## config.mk

```make
export PLATFORM = sky130hd
export DESIGN_NAME = dqsw_lane_train_ctrl
export DESIGN_NICKNAME = d
export VERILOG_FILES = /design/src/rtl/dqsw_lane_train_ctrl.sv
export SDC_FILE = /design/constraint.sdc
export NUM_CORES = 1
export LEC_CHECK = 0
export BUFFER_PORTS_ARGS = -buffer_cell sky130_fd_sc_hd__buf_2
export CAP_MARGIN = 20
export CORE_MARGIN = 10
export CORE_UTILIZATION = 56
export CTS_CLUSTER_SIZE = 16
export DETAILED_ROUTE_END_ITERATION = 16
export GPL_TIMING_DRIVEN = 0
export HOLD_SLACK_MARGIN = 0.08
export PLACE_DENSITY = 0.82
export SETUP_SLACK_MARGIN = 0.02
export SLEW_MARGIN = 20
export SYNTH_ARGS = -nofsm -noshare
export SYNTH_HDL_FRONTEND = slang
export SYNTH_SLANG_ARGS = --single-unit
```

## constraint.sdc

```tcl
create_clock -name FAB_CLK -period 3.5 [get_ports FAB_CLK]
set_clock_uncertainty 0.2 [all_clocks]
set_input_delay 1.05 -clock FAB_CLK [delete_from_list [all_inputs] [get_ports FAB_CLK]]
set_output_delay 1.05 -clock FAB_CLK [all_outputs]
set_load 0.02 [all_outputs]
```

## src/rtl/dqsw_lane_train_ctrl.sv

```systemverilog
// DQSW write-levelling sweep controller. Steps each lane's delay line tap by tap and
// records the first tap where the majority-voted EYE_MONITOR_LATE rises from 0 to 1.
module dqsw_lane_train_ctrl #(
    parameter int NUM_LANES     = 2,
    parameter int TAP_BITS      = 7,
    parameter int MAX_TAPS      = 127,
    parameter int SETTLE_CYCLES = 8,
    parameter int SAMPLES       = 4
) (
    input  logic                          FAB_CLK,
    input  logic                          RESET,
    input  logic                          TRAIN_START,
    output logic                          TRAIN_BUSY,
    output logic                          TRAIN_DONE,
    output logic [NUM_LANES-1:0]          LANE_PASS,
    output logic [NUM_LANES*TAP_BITS-1:0] LANE_TAP,
    output logic [NUM_LANES-1:0]          DELAY_LINE_LOAD,
    output logic [NUM_LANES-1:0]          DELAY_LINE_MOVE,
    output logic [NUM_LANES-1:0]          DELAY_LINE_DIRECTION,
    input  logic [NUM_LANES-1:0]          DELAY_LINE_OUT_OF_RANGE,
    output logic [NUM_LANES-1:0]          EYE_MONITOR_CLEAR_FLAGS,
    input  logic [NUM_LANES-1:0]          EYE_MONITOR_LATE,
    input  logic [NUM_LANES-1:0]          EYE_MONITOR_EARLY
);
    localparam int LW = (NUM_LANES > 1) ? $clog2(NUM_LANES) : 1;
    localparam int CW = $clog2(SETTLE_CYCLES + 1);
    localparam int SW = $clog2(SAMPLES + 1);

    typedef enum logic [2:0] {
        S_IDLE, S_LOAD, S_SETTLE, S_CLEAR, S_SAMPLE, S_STEP, S_FAIL, S_NEXT
    } state_t;

    state_t                        r_state;
    logic [LW-1:0]                 r_lane;
    logic [TAP_BITS-1:0]           r_tap;
    logic                          r_prev;
    logic                          r_oor;
    logic [CW-1:0]                 r_settle_cnt;
    logic [SW-1:0]                 r_sample_cnt;
    logic [SW-1:0]                 r_ones;
    logic [NUM_LANES-1:0]          r_pass;
    logic [NUM_LANES*TAP_BITS-1:0] r_lane_tap;
    logic [NUM_LANES-1:0]          r_load;
    logic [NUM_LANES-1:0]          r_move;
    logic [NUM_LANES-1:0]          r_dir;
    logic [NUM_LANES-1:0]          r_clear;
    logic                          r_busy;
    logic                          r_done;

    logic [NUM_LANES-1:0] w_lane_sel;
    logic [NUM_LANES-1:0] w_next_sel;
    logic [SW-1:0]        w_ones_final;
    logic                 w_cur;
    logic                 w_oor_seen;
    logic                 w_last_sample;
    logic                 w_last_lane;
    logic                 w_unused;

    // EARLY is reserved for later training modes.
    assign w_unused = ^EYE_MONITOR_EARLY;

    always_comb begin
        w_lane_sel         = '0;
        w_lane_sel[r_lane] = 1'b1;
        w_next_sel         = w_lane_sel << 1;
        w_ones_final       = r_ones + SW'(EYE_MONITOR_LATE[r_lane]);
        w_cur              = {w_ones_final, 1'b0} > (SW+1)'(SAMPLES);
        w_oor_seen         = r_oor | DELAY_LINE_OUT_OF_RANGE[r_lane];
        w_last_sample      = (r_sample_cnt == SW'(SAMPLES - 1));
        w_last_lane        = (r_lane == LW'(NUM_LANES - 1));
    end

    // NOTE: reset is sampled on the clock edge, so an abort takes effect on the next edge.
    always_ff @(posedge FAB_CLK) begin
        if (RESET) begin
            r_state      <= S_IDLE;
            r_lane       <= '0;
            r_tap        <= '0;
            r_prev       <= 1'b0;
            r_oor        <= 1'b0;
            r_settle_cnt <= '0;
            r_sample_cnt <= '0;
            r_ones       <= '0;
            r_pass       <= '0;
            r_lane_tap   <= '0;
            r_load       <= '0;
            r_move       <= '0;
            r_dir        <= '0;
            r_clear      <= '0;
            r_busy       <= 1'b0;
            r_done       <= 1'b0;
        end else begin
            // NOTE: pulse outputs default low every cycle; only the branch that wants one sets it.
            r_load  <= '0;
            r_move  <= '0;
            r_clear <= '0;
            r_done  <= 1'b0;
            // Out-of-range is sticky from the last LOAD/MOVE up to the sample decision.
            r_oor   <= (r_state == S_LOAD || r_state == S_STEP) ? 1'b0 : w_oor_seen;

            case (r_state)
                S_IDLE: begin
                    if (TRAIN_START) begin
                        r_state    <= S_LOAD;
                        r_pass     <= '0;
                        r_lane_tap <= '0;
                        r_load     <= w_lane_sel;
                        r_dir      <= w_lane_sel;
                        r_busy     <= 1'b1;
                    end
                end
                S_LOAD: begin
                    r_tap        <= '0;
                    r_prev       <= 1'b0;
                    r_settle_cnt <= '0;
                    r_state      <= S_SETTLE;
                end
                S_SETTLE: begin
                    if (r_settle_cnt == CW'(SETTLE_CYCLES - 1)) begin
                        r_settle_cnt <= '0;
                        r_clear      <= w_lane_sel;
                        r_state      <= S_CLEAR;
                    end else begin
                        r_settle_cnt <= r_settle_cnt + CW'(1);
                    end
                end
                S_CLEAR: begin
                    r_sample_cnt <= '0;
                    r_ones       <= '0;
                    r_state      <= S_SAMPLE;
                end
                S_SAMPLE: begin
                    if (!w_last_sample) begin
                        r_sample_cnt <= r_sample_cnt + SW'(1);
                        r_ones       <= w_ones_final;
                    end else if (w_cur && !r_prev && (r_tap != '0)) begin
                        // Edge found: the delay line is deliberately left at this tap.
                        r_pass[r_lane]                          <= 1'b1;
                        r_lane_tap[r_lane*TAP_BITS +: TAP_BITS] <= r_tap;
                        r_done                                  <= w_last_lane;
                        r_state                                 <= S_NEXT;
                    end else if ((r_tap == TAP_BITS'(MAX_TAPS)) || w_oor_seen) begin
                        r_load  <= w_lane_sel;
                        r_state <= S_FAIL;
                    end else begin
                        r_prev  <= w_cur;
                        r_move  <= w_lane_sel;
                        r_state <= S_STEP;
                    end
                end
                S_STEP: begin
                    r_tap        <= r_tap + TAP_BITS'(1);
                    r_settle_cnt <= '0;
                    r_state      <= S_SETTLE;
                end
                S_FAIL: begin
                    r_pass[r_lane]                          <= 1'b0;
                    r_lane_tap[r_lane*TAP_BITS +: TAP_BITS] <= '0;
                    r_done                                  <= w_last_lane;
                    r_state                                 <= S_NEXT;
                end
                S_NEXT: begin
                    if (w_last_lane) begin
                        r_lane  <= '0;
                        r_dir   <= '0;
                        r_busy  <= 1'b0;
                        r_state <= S_IDLE;
                    end else begin
                        r_lane  <= r_lane + LW'(1);
                        r_load  <= w_next_sel;
                        r_dir   <= w_next_sel;
                        r_state <= S_LOAD;
                    end
                end
                default: r_state <= S_IDLE;
            endcase
        end
    end

    assign TRAIN_BUSY              = r_busy;
    assign TRAIN_DONE              = r_done;
    assign LANE_PASS               = r_pass;
    assign LANE_TAP                = r_lane_tap;
    assign DELAY_LINE_LOAD         = r_load;
    assign DELAY_LINE_MOVE         = r_move;
    assign DELAY_LINE_DIRECTION    = r_dir;
    assign EYE_MONITOR_CLEAR_FLAGS = r_clear;
endmodule

```

==> out/results.ini <==
[run_status]
status=finished clean

[job]
cap_viol_max_count=0

[global_route]
grt_overflow=0
grt_first_pass_wirelength_um=9090
grt_usage=0.149
grt_pass1_vias=1872
grt_max_degree=17
grt_antenna_before_repair=0

[logic_synthesis]
ys_warn_count=0
async_flop_share=0
synth_top_area_cell=dfxtp_1
avgSynthCellArea_um2=9.24
synth_area_leaders=dfxtp_1, a32o_1, ha_1
ys_seq_area_frac=0.416
synth_top_cell_area_share=0.416
synth_edf_count=0
syn-num-nets=273
ys_ff_latch=49
ys_types=51
ys.flop_type=dfxtp_1
syn_area_um2=2360
synthCells=255

[floorplan]
io_pins=35
die_x_um=84.9
fp.dieH_um=84.9
core-area_um2=4030
fp-row-count=23
start_util=0.585
die-area_um2=7200

[placed_design]
portBuffers=32
gp_congestion=0.876
pre_cts_ws_ns=0.0770
hpwlAfterDp_um=3930

[clock_network]
clk_pin_slew_worst_paths_ns=0.09
root_buffer=clkbuf_8
clockBufferDepth=2
htreeDepth=2
tritoncts=yes
clock_sinks=49
clk_latency_ns=0.31
cts_buffers=5

[detailed_routing]
vias_per_cell=5.98
drt_iter0_drc=220
top_layer=met4
wl_met2_um=2630
routed-wl-met3_um=329
num_vias=2062
drt_pre_antenna_iters=4
wl_met1_um=2440
post_drt_wl_per_cell_um=15.8
routed_wl_um=5440
final_antenna_net_count=0
drc=0

[power]
cellLeakagePower_nw=1.06
clockPowerShare=0.355
p_seq_frac=0.502
p_sw_mw=0.308
pwr-share-comb=0.143
ir_drop_uv=259
swShare=0.268
power_density_nw_per_um2=425
p_int_mw=0.843

[hold_path]
hp-class=flip-flop to flip-flop
whs_endpoint=LANE_PASS[0]$_SDFFE_PP0P_
worstHoldPathCells=1
hold_start=LANE_PASS[0]$_SDFFE_PP0P_

[critical_path]
worstSetupEndpointType=flip-flop
crit_required_ns=3.51
r2r_slack_ns=0.22
crit_fanout=10
start_kind=flip-flop
r2r-start=r_lane$_SDFFE_PP0P_
path_class=flip-flop to flip-flop
cp.arrival_ns=3.28
r2r_cells=8
r2r-end=LANE_TAP[4]$_SDFFE_PP0P_

[cells_and_area]
nets=312
mostFrequentLayoutCells=dfxtp_1, buf_2, nor2_1
multi_input_area_um2=1260
layout-drive-gt1-share=0.220
final_common_cell=dfxtp_1
nFillCells=346
n_antenna_cell=0
syn_to_final_growth_pct=14.9
regArea_um2=981

[timing]
final.setup.tns_ns=0
hold_violations=0
period_needed_ns=3.28
rsz0062_at_grt=false
setup_viol=0
final.setup.worst_slack_ns=0.221
fmax_ghz=0.305
max_slew_margin=0.610
worstMarginPinSlew_ns=0.585
post-route-period-util=0.937
drv_slew=0

## flip-flops by register name, summed over array words and instances, names as in the netlist
signal,cells
TRAIN_DONE,1
r_oor,1
TRAIN_BUSY,1
r_tap,7
r_settle_cnt,4
r_state,3
DELAY_LINE_LOAD,2
LANE_PASS,2
DELAY_LINE_MOVE,2
r_sample_cnt,3
EYE_MONITOR_CLEAR_FLAGS,2
r_ones,3
DELAY_LINE_DIRECTION,2
r_prev,1
r_lane,1
LANE_TAP,14
## per-stage QoR
stage               total power [mW]  utilization  std cells  instance area [um2]  hold WS, ns
CTS                             1.16        0.668        345                 2690        0.257
global placement               0.748        0.640        337                 2580        0.229
global route                    1.20        0.672        345                 2710        0.277
detailed placement             0.751        0.640        337                 2580        0.234
floorplan                      0.711            -        255                 2360        0.232
finish                          1.15        0.672        345                 2710        0.255
## cells by family after synthesis
kind of cell,share of synthesized area
AOI/OAI and AO/OA,0.223
xor gates and xnor gates,0.0223
adders and majority gates,0.0478
buffers and inverters,0.0573
DFF,0.416
muxes,0.0143
and+or+nand+nor,0.219
## worst max-delay path, stage by stage, from the launching register on
cell and delay (ns):
dfxtp_1 0.43, clkbuf_1 0.49, mux2_2 0.41, ha_1 0.19
ha_1 0.29, nand2_1 0.13, a2bb2oi_2 0.29, nand4b_1 0.37
a32o_1 0.39
## cells in the mapped netlist (2+ instances only)
| cell | instances |
|---|---|
| a211oi_1 | 3 |
| or3b_2 | 2 |
| buf_6 | 4 |
| nor3b_1 | 2 |
| xnor2_1 | 2 |
| nor2_1 | 24 |
| xor2_1 | 4 |
| a21oi_1 | 22 |
| nor3_1 | 5 |
| ha_1 | 9 |
| nand3b_1 | 5 |
| dfxtp_1 | 49 |
| clkbuf_1 | 7 |
| nand4_1 | 2 |
| buf_2 | 3 |
| nor4b_1 | 3 |
| mux2_2 | 3 |
| inv_1 | 8 |
| nand3_1 | 12 |
| buf_4 | 2 |
| nand2_1 | 16 |
| nand2b_1 | 7 |
| or4_1 | 2 |
| nand4b_1 | 2 |
| o211ai_1 | 2 |
| o21bai_1 | 2 |
| o21ai_0 | 8 |
| a2111oi_2 | 3 |
| a32o_1 | 14 |
| nor2b_1 | 4 |
| and3_1 | 2 |
| a21o_1 | 3 |
## layer usage
metal  vias to the layer above  GRT usage
li1                       1021          -
met1                       975      0.189
met2                        59      0.242
met3                         7     0.0449
met4                         0     0.0389
met5                         -          0
## layout make-up
type                       count  area share
sequential                    49       0.362
multi-input combinational    181       0.464
tap                           50      0.0231
buffer                        17      0.0388
timing repair buffer          32      0.0591
clock buffer                   5      0.0254
clock inverter                 3      0.0162
inverter                       8      0.0111
## worst max-delay path by stage
| stage | cells after the start | start | slack [ns] | to |
|---|---|---|---|---|
| 2_1_floorplan | 7 | EYE_MONITOR_LATE[1] | 0.53 | LANE_TAP[11]$_SDFFE_PP0P_ |
| 3_3_place_gp | 8 | EYE_MONITOR_LATE[1] | 0.1 | LANE_TAP[13]$_SDFFE_PP0P_ |
| 3_5_place_dp | 8 | EYE_MONITOR_LATE[1] | 0.08 | LANE_TAP[12]$_SDFFE_PP0P_ |
| 4_1_cts | 8 | r_lane$_SDFFE_PP0P_ | 0.18 | LANE_TAP[13]$_SDFFE_PP0P_ |
| 5_1_grt | 8 | r_lane$_SDFFE_PP0P_ | 0.11 | LANE_TAP[4]$_SDFFE_PP0P_ |
| 6_report | 8 | r_lane$_SDFFE_PP0P_ | 0.22 | LANE_TAP[4]$_SDFFE_PP0P_ |
## power by group through the flow
stage | clock (mW) | combinational [mW] | sequential (mW)
after global routing | 0.434 | 0.182 | 0.579
after global placement | 0 | 0.159 | 0.589
final | 0.408 | 0.165 | 0.577
after CTS | 0.416 | 0.162 | 0.577
after floorplan | 0 | 0.116 | 0.595
after detailed placement | 0 | 0.161 | 0.590
## repair_timing
action / 4_1_cts / 5_1_grt
resized for setup: 0 / 1
hold buffers: 0 / 0
buffers inserted: 0 / 0
endpoints found under the setup margin: 0 / 7
hold endpoints to repair: 0 / 0
No activity file was read; power rests on OpenSTA's default activity.
